File: src/rtl/conv_pkg.sv
// Shared types and default dimensions for the first convolution stage.
// Holds the frame sequencer state encoding and default image/kernel geometry.
package conv_pkg;

  localparam int CONV_FILTERS = 6;
  localparam int IMG_W_DEF    = 32;
  localparam int IMG_H_DEF    = 32;
  localparam int KERNEL_DEF   = 5;
  localparam int TIMEOUT_DEF  = 1024;

  typedef enum logic [1:0] {
    IDLE  = 2'd0,
    LOAD  = 2'd1,
    DRAIN = 2'd2,
    DONE  = 2'd3
  } seq_state_t;

endpackage

File: src/rtl/pix_pos_counter.sv
// Row/column raster position counter: advances one pixel per inc, wraps at the frame end.
// Position updates on the edge after inc; last is combinational from the current position.
module pix_pos_counter #(
  parameter int W = 32,
  parameter int H = 32,
  localparam int CW = $clog2(W),
  localparam int RW = $clog2(H)
) (
  input  logic          clk,
  input  logic          rst,
  input  logic          clr,
  input  logic          inc,
  output logic [RW-1:0] row,
  output logic [CW-1:0] col,
  output logic          last
);

  localparam logic [CW-1:0] COL_MAX = CW'(W - 1);
  localparam logic [RW-1:0] ROW_MAX = RW'(H - 1);

  always_ff @(posedge clk) begin
    if (rst || clr) begin
      row <= '0;
      col <= '0;
    end else if (inc) begin
      if (col == COL_MAX) begin
        col <= '0;
        row <= (row == ROW_MAX) ? '0 : row + 1'b1;
      end else begin
        col <= col + 1'b1;
      end
    end
  end

  assign last = (row == ROW_MAX) && (col == COL_MAX);

endmodule

File: src/rtl/conv_frame_sequencer.sv
// Frame controller: admits IMG_W*IMG_H pixels, then waits for all conv outputs and pulses done.
// Pixel accept is zero-latency and drops ready in the same cycle i_buffer_full rises.
module conv_frame_sequencer
  import conv_pkg::*;
#(
  parameter int IMG_W   = IMG_W_DEF,
  parameter int IMG_H   = IMG_H_DEF,
  parameter int KERNEL  = KERNEL_DEF,
  parameter int TIMEOUT = TIMEOUT_DEF,
  localparam int OUT_TOTAL = (IMG_W - KERNEL + 1) * (IMG_H - KERNEL + 1),
  localparam int RW  = $clog2(IMG_H),
  localparam int CW  = $clog2(IMG_W),
  localparam int OCW = $clog2(OUT_TOTAL + 1)
) (
  input  logic           clk,
  input  logic           rst,
  input  logic           i_start,
  input  logic           i_pix_valid,
  output logic           o_pix_ready,
  input  logic           i_buffer_full,
  output logic           o_conv_valid,
  input  logic           i_conv_out_valid,
  output logic [RW-1:0]  o_row,
  output logic [CW-1:0]  o_col,
  output logic [OCW-1:0] o_out_count,
  output logic           o_busy,
  output logic           o_done,
  output logic           o_err
);

  localparam int TW = $clog2(TIMEOUT + 1);
  localparam logic [OCW-1:0] OUT_MAX  = OCW'(OUT_TOTAL);
  localparam logic [TW-1:0]  TMO_LAST = TW'(TIMEOUT - 1);

  seq_state_t     state;
  logic [OCW-1:0] out_count;
  logic [TW-1:0]  idle_cnt;
  logic           err;
  logic           pos_last;
  logic           counting;
  logic           stray;
  logic [OCW-1:0] count_nxt;

  assign o_pix_ready  = (state == LOAD) && !i_buffer_full;
  assign o_conv_valid = o_pix_ready && i_pix_valid;

  // Outputs are only legal while a frame is open and not yet complete.
  assign counting  = i_conv_out_valid && ((state == LOAD) || (state == DRAIN))
                     && (out_count != OUT_MAX);
  assign stray     = i_conv_out_valid && !counting;
  assign count_nxt = out_count + OCW'(counting);

  pix_pos_counter #(
    .W (IMG_W),
    .H (IMG_H)
  ) u_pos (
    .clk  (clk),
    .rst  (rst),
    .clr  ((state == IDLE) && i_start),
    .inc  (o_conv_valid),
    .row  (o_row),
    .col  (o_col),
    .last (pos_last)
  );

  always_ff @(posedge clk) begin
    if (rst) begin
      state     <= IDLE;
      out_count <= '0;
      idle_cnt  <= '0;
      err       <= 1'b0;
    end else begin
      case (state)
        IDLE: begin
          if (i_start) begin
            state     <= LOAD;
            out_count <= '0;
            idle_cnt  <= '0;
            err       <= 1'b0;
          end else if (stray) begin
            err <= 1'b1;
          end
        end
        LOAD: begin
          out_count <= count_nxt;
          idle_cnt  <= '0;
          if (stray) err <= 1'b1;
          if (o_conv_valid && pos_last) state <= DRAIN;
        end
        DRAIN: begin
          out_count <= count_nxt;
          if (stray) err <= 1'b1;
          if (count_nxt == OUT_MAX) begin
            state <= DONE;
          end else if (i_conv_out_valid) begin
            idle_cnt <= '0;
          end else if (idle_cnt == TMO_LAST) begin
            err   <= 1'b1;
            state <= DONE;
          end else begin
            idle_cnt <= idle_cnt + 1'b1;
          end
        end
        DONE: begin
          if (stray) err <= 1'b1;
          state <= IDLE;
        end
        default: state <= IDLE;
      endcase
    end
  end

  assign o_out_count = out_count;
  assign o_busy      = (state == LOAD) || (state == DRAIN);
  assign o_done      = (state == DONE);
  assign o_err       = err;

endmodule

File: config.mk
export PLATFORM = sky130hd
export DESIGN_NAME = conv_frame_sequencer
export DESIGN_NICKNAME = d
export VERILOG_FILES = /design/src/rtl/conv_pkg.sv /design/src/rtl/pix_pos_counter.sv /design/src/rtl/conv_frame_sequencer.sv
export SDC_FILE = /design/constraint.sdc
export NUM_CORES = 1
export LEC_CHECK = 0
export CORE_MARGIN = 1
export CORE_UTILIZATION = 54
export DETAILED_ROUTE_END_ITERATION = 8
export GPL_TIMING_DRIVEN = 1
export PLACE_DENSITY_LB_ADDON = 0.2
export SLEW_MARGIN = 20
export SYNTH_ARGS = -nofsm -noshare
export SYNTH_HDL_FRONTEND = slang
export SYNTH_HIERARCHICAL = 1
export SYNTH_SLANG_ARGS = --single-unit
File: constraint.sdc
create_clock -name clk -period 4 [get_ports clk]
set_clock_uncertainty 0.05 [all_clocks]
set_input_delay 0.8 -clock clk [delete_from_list [all_inputs] [get_ports clk]]
set_output_delay 0.8 -clock clk [all_outputs]
set_load 0.1 [all_outputs]
* Yosys cells after proc, flatten, opt, wreduce, memory -nomap -nowiden *
Cells that the tools add are included.

operators by class
  add/subtract/negate cells = 4
  equality and inequality tests = 14
  multiplexer cells = 21
  reduce and logical (&&, ||, !) cells = 21

operator list
  cell                   number
  $mux 11                4
  $pmux 11 s3            1
  $pmux 10 s2            1
  $add 11x1->11 const B  1
  $eq 11x10->1 const B   1
  $add 10x1->10          1
  $add 5x1->5 const B    2
  $eq 10x10->1 const B   1
  $eq 5x5->1 const B     2
  $mux 10                1
  $mux 2                 5
  $mux 5                 2
  $ne 10x10->1 const B   1
  $ne 3x3->1 const B     3
  $logic_and 1x1->1      8
  $pmux 2 s4             1
  $reduce_and 4->1       2
  $mux 1                 5
  $eq 2x2->1 const B     2
  $ne 2x2->1 const B     2
  $reduce_and 2->1       2
  $reduce_or 2->1        2
  $pmux 1 s3             1
  $reduce_bool 3->1      1
  6 further kinds        8

word-level totals
  register bits after elaboration = 34
  input port bits = 6
  output and inout bits = 25
  logic and storage cells = 66

* Longest topological paths before layout *
Gate-level depths: netlist (run 1).

  depth after elaboration = 11
  gate-level depth with buffers = 13
  mapped depth without buffers = 12

* By module *
Netlist (run 1), hierarchy kept.

modules (own cells, without submodules)
  module                instances  cells each  area an instance (µm²)  sequential area each (µm²)
  conv_frame_sequencer  1          185         1,520.2                 480.5
  pix_pos_counter       1          58          508.0                   200.2

* Worst setup path after synthesis (run 1) *
Ideal clock, no wire load.

  kind = input-to-reg
  start = in i_buffer_full
  end = reg u_pos.row[2]
  setup time = 0.071 ns
  arrival time = 4.095 ns
  data required time = 3.879 ns
  setup slack = -0.215 ns
  stages = 6
  path buffers = 1
  path through = nor2b_1 -> and2_1 -> buf_4 -> nand2_2 -> or4b_1 -> a21oi_1

on the way
  word-level cells in the longest chain between the ends = 4

RTL lines
  element                            RTL line                    RTL
  start, declared                    conv_frame_sequencer.sv:20  input logic i_buffer_full,
  $logic_not 1->1                    conv_frame_sequencer.sv:44  assign o_pix_ready = (state == LOAD) && !i_buffer_full;
  $logic_and 1x1->1                  conv_frame_sequencer.sv:44
  $logic_and 1x1->1                  conv_frame_sequencer.sv:45  assign o_conv_valid = o_pix_ready && i_pix_valid;
  via o_conv_valid                   conv_frame_sequencer.sv:21  output logic o_conv_valid,
  $reduce_and 2->1 (no source line)  n/a
  end signal, assigned               pix_pos_counter.sv:28       row <= (row == ROW_MAX) ? '0 : row + 1'b1;
  end, declared                      pix_pos_counter.sv:13       output logic [RW-1:0] row,

The timed path passes the listed nets, and every way through them passes these cells.
A chain may end at the register's enable or synchronous reset.

* Final worst setup path (run 1) *
  start = in i_conv_out_valid
  end = reg idle_cnt[0]

on the way
  word-level cells in the longest chain between the ends = 6
  elaborated cells on any way between the ends = 10
  classes of those cells = add/sub: 1; eq/ne: 3; mux: 3; reduce/logical: 3

RTL lines
  element                            RTL line                     RTL
  start, declared                    conv_frame_sequencer.sv:22   input logic i_conv_out_valid,
  $logic_and 1x1->1                  conv_frame_sequencer.sv:48   assign counting = i_conv_out_valid && ((state == LOAD) || (state == DRAIN))
  $logic_and 1x1->1                  conv_frame_sequencer.sv:49   && (out_count != OUT_MAX);
  $add 10x1->10                      conv_frame_sequencer.sv:51   assign count_nxt = out_count + OCW'(counting);
  $eq 10x10->1                       conv_frame_sequencer.sv:93   if (count_nxt == OUT_MAX) begin
  $ne 2x2->1 (no source line)        n/a
  $reduce_and 4->1 (no source line)  n/a
  end signal, assigned               conv_frame_sequencer.sv:101  idle_cnt <= idle_cnt + 1'b1;
  end, declared                      conv_frame_sequencer.sv:37   logic [TW-1:0] idle_cnt;

Parallel ways exist; a longest one is shown, timed or not. The select of a mux whose other input is x is not followed.

==> flow_summary.yaml, run 1 <==
layout:
  drive_gt1_frac: 0.0923
  nets: 289
  final_cells: 317
  area_growth_pct: 18.9
  antenna_cells: 0
timing:
  rsz0062_at_grt: "no"
  finalHoldViolations: 0
  fin_crit_ps: 3410
  timing.final.crit_share: 0.852
  fmax_mhz: 293
  setup_viol: 0
  slew_headroom: 0.342
  final_max_slew_viol_count: 0
  worst_hold_slack_ps: 414
  setup-tns-final_ps: 0
  tightestPinTransition_ps: 984
global_routing:
  antenna_found_initial: 0
  grt_pass1_wl_mm: 7.62
  grt_overflow_total: 0
  grt_max_degree: 20
  grt_pass1_vias: 1668
  grt_util_all_layers: 0.243
worst_setup_path:
  startpoint_type: "primary input"
  cp.required_ps: 4180
  cpPeakStageDelay_ps: 560
  cpMaxStageDelayCell: "clkdlybuf4s50_1"
  cp_cell_sequence: "clkdlybuf4s50_1 > nand2_1 > a41oi_1 > ha_1 > ha_1 > nor4_1 > o2111ai_1 > or3_1 > a31oi_1 > mux2_2"
  path_class: "in2reg"
  worst_setup_path_end_kind: "register"
  cp_max_fo: 5
  crit_top_cell: "ha_1"
  worstPathArrival_ps: 3590
cts:
  max-clock-path-buffers: 2
  clock_sinks: 34
  cts_tree: "yes"
  numCtsBuffers: 5
  holdBufCountCts: 0
  post_cts_resized: 0
  insertion_delay_ps: 290
  h-tree-depth: 2
  cts_root_buffer: "clkbuf_8"
  cts.clk_slew.worst_paths_ps: 70
  post_cts_buffers: 0
power_and_ir_drop:
  combPwrFrac: 0.479
  p_total_mw: 1.16
  switchingPower_uw: 528
  swShare: 0.455
  p_leak_nw: 0.899
  irDropWorstVdd_mv: 0.583
  power_per_cell_area_mw_per_mm2: 481
  clock_power_share: 0.202
  pwr-share-seq: 0.319
  intPower_uw: 633
logic_synthesis:
  synth_nets: 261
  synth_flop_cell: "dfxtp_1"
  ys_types: 58
  syn-cell-area_mm2: 0.00203
  synth_cells: 243
  synth_edf_count: 0
  avgSynthCellArea_um2: 8.35
  ys_ff_latch: 34
  async_flop_share: 0
  yosysSeqAreaShare: 0.336
  ys_warn_count: 6
floorplanning:
  rows: 21
  die_h_um: 63.3
  initial_core_util: 0.585
  design.core.area_mm2: 0.00347
  dieArea_mm2: 0.00400
  io_pins: 31
  die_w_um: 63.3
placement:
  portBuffers: 30
  placed_cells: 310
  dp_hpwl_mm: 3.18
  routabilityCongestion: 0.865
route:
  antenna_left: 0
  dr.pass1.iters: 5
  num_vias: 1903
  route.detailed.drc: 0
  via_per_inst: 6.00
  finalWirelength_mm: 4.52
  drt_iter0_markers: 149
  routedWlPerCell_um: 14.2
status:
  status: "finished, final reports clean"
run:
  maxCapViolCount: 0
min_path:
  min_path_type: "reg2reg"
synth_stat cells (all sizes together), types with 3 or more instances:
cell,number,share of area
a21o,3,0.011
a21oi,20,0.049
a22oi,4,0.015
a31oi,6,0.019
a32o,5,0.025
a32oi,3,0.013
and2,3,0.0093
and3,3,0.0093
buf,4,0.015
clkbuf,6,0.011
dfxtp,34,0.34
ha,12,0.074
inv,6,0.011
mux2i,4,0.020
nand2,20,0.038
nand2b,6,0.019
nand3,13,0.035
nor2,25,0.046
nor2b,6,0.019
nor3,5,0.012
nor4,3,0.017
o2111ai,3,0.013
o21ai,10,0.027
or2,4,0.012
or3,4,0.013
or4,4,0.017
power groups by stage:
stage	combinational [mW]	sequential (mW)	clock, mW
3_5_place_dp	0.548	0.378	0
3_3_place_gp	0.544	0.378	0
2_1_floorplan	0.396	0.416	0
4_1_cts	0.553	0.371	0.240
5_1_grt	0.599	0.374	0.256
6_report	0.556	0.371	0.235
sequential cells by signal (all words and copies together) (netlist names):
name / count
u_pos/row: 5
u_pos/col: 5
o_out_count: 10
idle_cnt: 11
state: 2
o_err: 1
per-stage QoR:
| stage | worst slack [ps] | area (um^2) | utilization |
|---|---|---|---|
| floorplan | 320 | 2030 | - |
| global placement | 366 | 2330 | 0.673 |
| detailed placement | 358 | 2330 | 0.673 |
| CTS | 597 | 2410 | 0.695 |
| global route | 445 | 2410 | 0.695 |
| finish | 590 | 2410 | 0.695 |
critical path: cells and delay by family:
kind / cells / cell delay (ps)
and+or+nand+nor: 3 / 810
AOI/OAI and AO/OA: 3 / 750
buffers and inverters: 1 / 560
adders and majority gates: 2 / 450
muxes: 1 / 220
layout by cell type, fill, tap and decap left out, types with 3 or more instances in the layout:
cell and instances:
and2_1 3, nor2_1 25, a21oi_1 20, ha_1 12
nor3_1 5, clkbuf_8 5, nand2b_1 6, or3_1 3
o21ai_0 8, or2_2 3, clkdlybuf4s50_1 27, nand3_1 12
and3_1 3, dfxtp_1 34, or4_1 3, a22oi_1 4
a21o_1 3, a31oi_1 6, a32o_1 5, mux2i_1 4
inv_1 6, nor2b_1 5, o2111ai_1 3, a32oi_1 3
buf_4 4, nand2_1 19
worst paths after layout:
path	slack [ps]	from	depth (start not counted)	end
max	590	i_conv_out_valid	10	idle_cnt[0]$_SDFFE_PP0P_
min reg2reg	410	idle_cnt[10]$_SDFFE_PP0P_	2	idle_cnt[10]$_SDFFE_PP0P_
max reg2reg	690	o_out_count[6]$_SDFFE_PP0P_	11	idle_cnt[0]$_SDFFE_PP0P_
min	410	idle_cnt[10]$_SDFFE_PP0P_	2	idle_cnt[10]$_SDFFE_PP0P_
routing by layer:
| layer | vias up | track usage | wire, um |
|---|---|---|---|
| met5 | - | 0 | 0 |
| met3 | 8 | 0.0489 | 282 |
| met4 | 0 | 0.125 | 87 |
| met2 | 67 | 0.376 | 2030 |
| li1 | 955 | - | - |
| met1 | 873 | 0.319 | 2120 |
kinds of logic after synthesis:
| group | share of synthesized area |
|---|---|
| xor+xnor | 0.00864 |
| simple gates | 0.296 |
| compound gates | 0.215 |
| mux | 0.0308 |
| flops | 0.336 |
| buf+inv | 0.0395 |
| fa+ha+maj | 0.0740 |
area by class of cell:
cell class / count / area (um^2)
tap: 46 / 57.6
sequential: 34 / 681
multi-input combinational: 192 / 1270
clock buffer: 7 / 76.3
timing repair buffer: 31 / 300
fill: 308 / 1060
inverter: 7 / 26.3
(Power assumes the default switching activity.)
==> run 2: changes to the inputs <==
--- a/config.mk
+++ b/config.mk
@@ -13,5 +13,4 @@
 export SLEW_MARGIN = 20
 export SYNTH_ARGS = -nofsm -noshare
 export SYNTH_HDL_FRONTEND = slang
-export SYNTH_HIERARCHICAL = 1
 export SYNTH_SLANG_ARGS = --single-unit
==> constraint.sdc (replaced) <==
create_clock -name clk -period 4 [get_ports clk]
set_clock_uncertainty 0.05 [all_clocks]
set_input_delay 0.8 -clock clk [delete_from_list [all_inputs] [get_ports clk]]
set_output_delay 0.8 -clock clk [all_outputs]
set_load 0.005 [all_outputs]
==> run 2 against run 1 <==
  * Worst setup slack lost 80 ps
  * Combinational power fell by 26%
  * Highest routed layer unchanged
  * Power shrank 10%
  * Count of clock-buffer cells in the layout unchanged
  * Sequential cell count stayed put
  * Utilization is 2.2 points lower
  * Via count is 8.4% higher
  * Die area is 6.1% higher
  * Sequential share of layout area shrank 1.2 points
  * Non-clock buffer count is the same
  * Register-to-register slack better by 60 ps
==> flow_summary.yaml, run 2 <==
cts:
  max-clock-path-buffers: 2
  post_cts_buffers: 0
  holdBufCountCts: 0
  h-tree-depth: 2
  post_cts_resized: 0
  numCtsBuffers: 5
  cts.clk_slew.worst_paths_ps: 70
  cts_root_buffer: "clkbuf_8"
  clock_sinks: 34
  cts_tree: "yes"
  insertion_delay_ps: 290
logic_synthesis:
  synth_top_family_by_area: "simple AND/OR/NAND/NOR gates"
  ys_types: 58
  synth_edf_count: 0
  yosysTopAreaCell: "dfxtp_1"
  synth_xor_area_frac: 0.00813
  ys_top_cells_by_count: "41 x nand2_1, 34 x dfxtp_1, 27 x nor2_1"
  synth.area.mux_share: 0.0232
  synthAdderAreaFrac: 0.0638
  yosys.area_share.simple: 0.281
  async_flop_share: 0
  syn-cell-area_mm2: 0.00216
  synth_most_common_cell: "nand2_1"
  ys_warn_count: 0
  yosysSeqAreaShare: 0.316
  synth_compound_area_frac: 0.244
  synth_top_area_frac: 0.316
  synth_area_leaders: "dfxtp_1 32%, nand2_1 7.1%, ha_1 6.4%, nor2_1 4.7%, a21oi_1 4.2%"
  synth_nets: 289
  synth_flop_cell: "dfxtp_1"
  ys_ff_latch: 34
  avgSynthCellArea_um2: 7.93
  synth_cells: 272
worst_setup_path:
  cp_max_fo: 13
  worstPathArrival_ps: 3590
  startpoint_type: "primary input"
  cp.required_ps: 4100
  worst_setup_path_end_kind: "register"
  rrSetupSlack_ps: 750
  path_class: "in2reg"
  reg2reg_depth: 12
  r2r_start: "o_out_count[3]$_SDFFE_PP0P_"
  timing.rr.end: "state[1]$_SDFFE_PP0P_"
layout:
  layout_commonest_cell: "nand2_1"
  regMostFlops: "idle_cnt"
  final_cells: 341
  drive_gt1_frac: 0.0614
  nets: 309
  antenna_cells: 0
  area_growth_pct: 16.8
  layout_common_cells: "41 x nand2_1, 34 x dfxtp_1, 30 x clkdlybuf4s50_1"
  largest_reg_flops: 11
min_path:
  worstHoldEndpoint: "idle_cnt[10]$_SDFFE_PP0P_"
  whs_path_depth: 2
  min_path_type: "reg2reg"
  hp-start: "idle_cnt[10]$_SDFFE_PP0P_"
power_and_ir_drop:
  pwr-share-seq: 0.355
  combPwrFrac: 0.395
  p_total_mw: 1.04
  irDropWorstVdd_mv: 0.290
  power_per_cell_area_mw_per_mm2: 413
  switchingPower_uw: 394
  intPower_uw: 646
  swShare: 0.379
  p_leak_nw: 0.859
  clock_power_share: 0.250
floorplanning:
  die_h_um: 65.2
  design.core.area_mm2: 0.00374
  die_w_um: 65.2
  io_pins: 31
  initial_core_util: 0.576
  rows: 22
  dieArea_mm2: 0.00425
timing:
  timing.final.crit_share: 0.872
  final_max_slew_viol_count: 0
  fmax_mhz: 287
  rsz0062_at_grt: "no"
  slew_headroom: 0.471
  setup_viol: 0
  tightestPinTransition_ps: 788
  setup-tns-final_ps: 0
  worst_hold_slack_ps: 391
  finalHoldViolations: 0
  fin_crit_ps: 3490
placement:
  portBuffers: 30
  placed_cells: 333
  dp_hpwl_mm: 3.28
  routabilityCongestion: 0.905
route:
  antenna_left: 0
  wl_met2_mm: 2.14
  route.detailed.drc: 0
  routed.top_layer: "met4"
  dr.pass1.iters: 6
  num_vias: 2062
  drt_iter0_markers: 132
  wl_met1_mm: 2.27
  met3WireLength_um: 247
  via_per_inst: 6.05
  finalWirelength_mm: 4.73
  routedWlPerCell_um: 13.9
global_routing:
  antenna_found_initial: 0
  grt_max_degree: 20
  grt_overflow_total: 0
  grt_util_all_layers: 0.238
  grt_pass1_vias: 1849
  grt_pass1_wl_mm: 8.05
status:
  status: "finished, final reports clean"
run:
  maxCapViolCount: 0
## run 2: worst max-delay path, cell delays in order
cell	delay, ps
clkdlybuf4s50_1	530
inv_1	70
nor2_1	120
ha_1	230
ha_1	310
and2_1	270
a22oi_1	120
or4_4	440
a211o_4	360
a31oi_2	230
o32ai_2	100
## run 2: layout make-up
class / count / area (um^2)
Clock buffer: 7 / 86.3
Fill cell: 335 / 1220
Inverter: 11 / 41.3
Tap cell: 48 / 60.1
Clock inverter: 1 / 5.00
Multi-Input combinational cell: 209 / 1340
Sequential cell: 34 / 681
Timing Repair Buffer: 31 / 308
## run 2: how the worst max path moves through the flow
stage / slack (ps) / startpoint / end / depth (start not counted)
final: 510 / i_conv_out_valid / state[1]$_SDFFE_PP0P_ / 11
after detailed placement: 230 / i_conv_out_valid / state[1]$_SDFFE_PP0P_ / 11
after global routing: 320 / i_conv_out_valid / state[1]$_SDFFE_PP0P_ / 11
after floorplan: 1020 / i_conv_out_valid / idle_cnt[6]$_SDFFE_PP0P_ / 12
after CTS: 530 / i_conv_out_valid / state[1]$_SDFFE_PP0P_ / 11
after global placement: 330 / i_conv_out_valid / state[1]$_SDFFE_PP0P_ / 11
## run 2: metal layers
metal	track usage	up-vias
li1	-	1039
met1	0.311	952
met2	0.390	63
met3	0.0434	8
met4	0.0815	0
met5	0	-
## run 2: cell families after synthesis
family,Yosys count
compound gates,72
xor+xnor,2
fa+ha+maj,11
buf+inv,29
flops,34
mux,5
simple gates,119
## run 2: power by group through the flow
stage / registers [mW] / logic, mW / clock network (mW)
floorplan: 0.374 / 0.280 / 0
global placement: 0.376 / 0.399 / 0
detailed placement: 0.376 / 0.402 / 0
CTS: 0.369 / 0.408 / 0.265
global route: 0.371 / 0.447 / 0.280
finish: 0.370 / 0.410 / 0.260
## run 2: metrics by stage
| step | setup WS [ps] | util | cell area (um^2) |
|---|---|---|---|
| finish | 510 | 0.673 | 2520 |
| global route | 315 | 0.673 | 2520 |
| CTS | 527 | 0.673 | 2520 |
| detailed placement | 227 | 0.648 | 2430 |
| global placement | 328 | 0.648 | 2430 |
| floorplan | 1020 | - | 2160 |
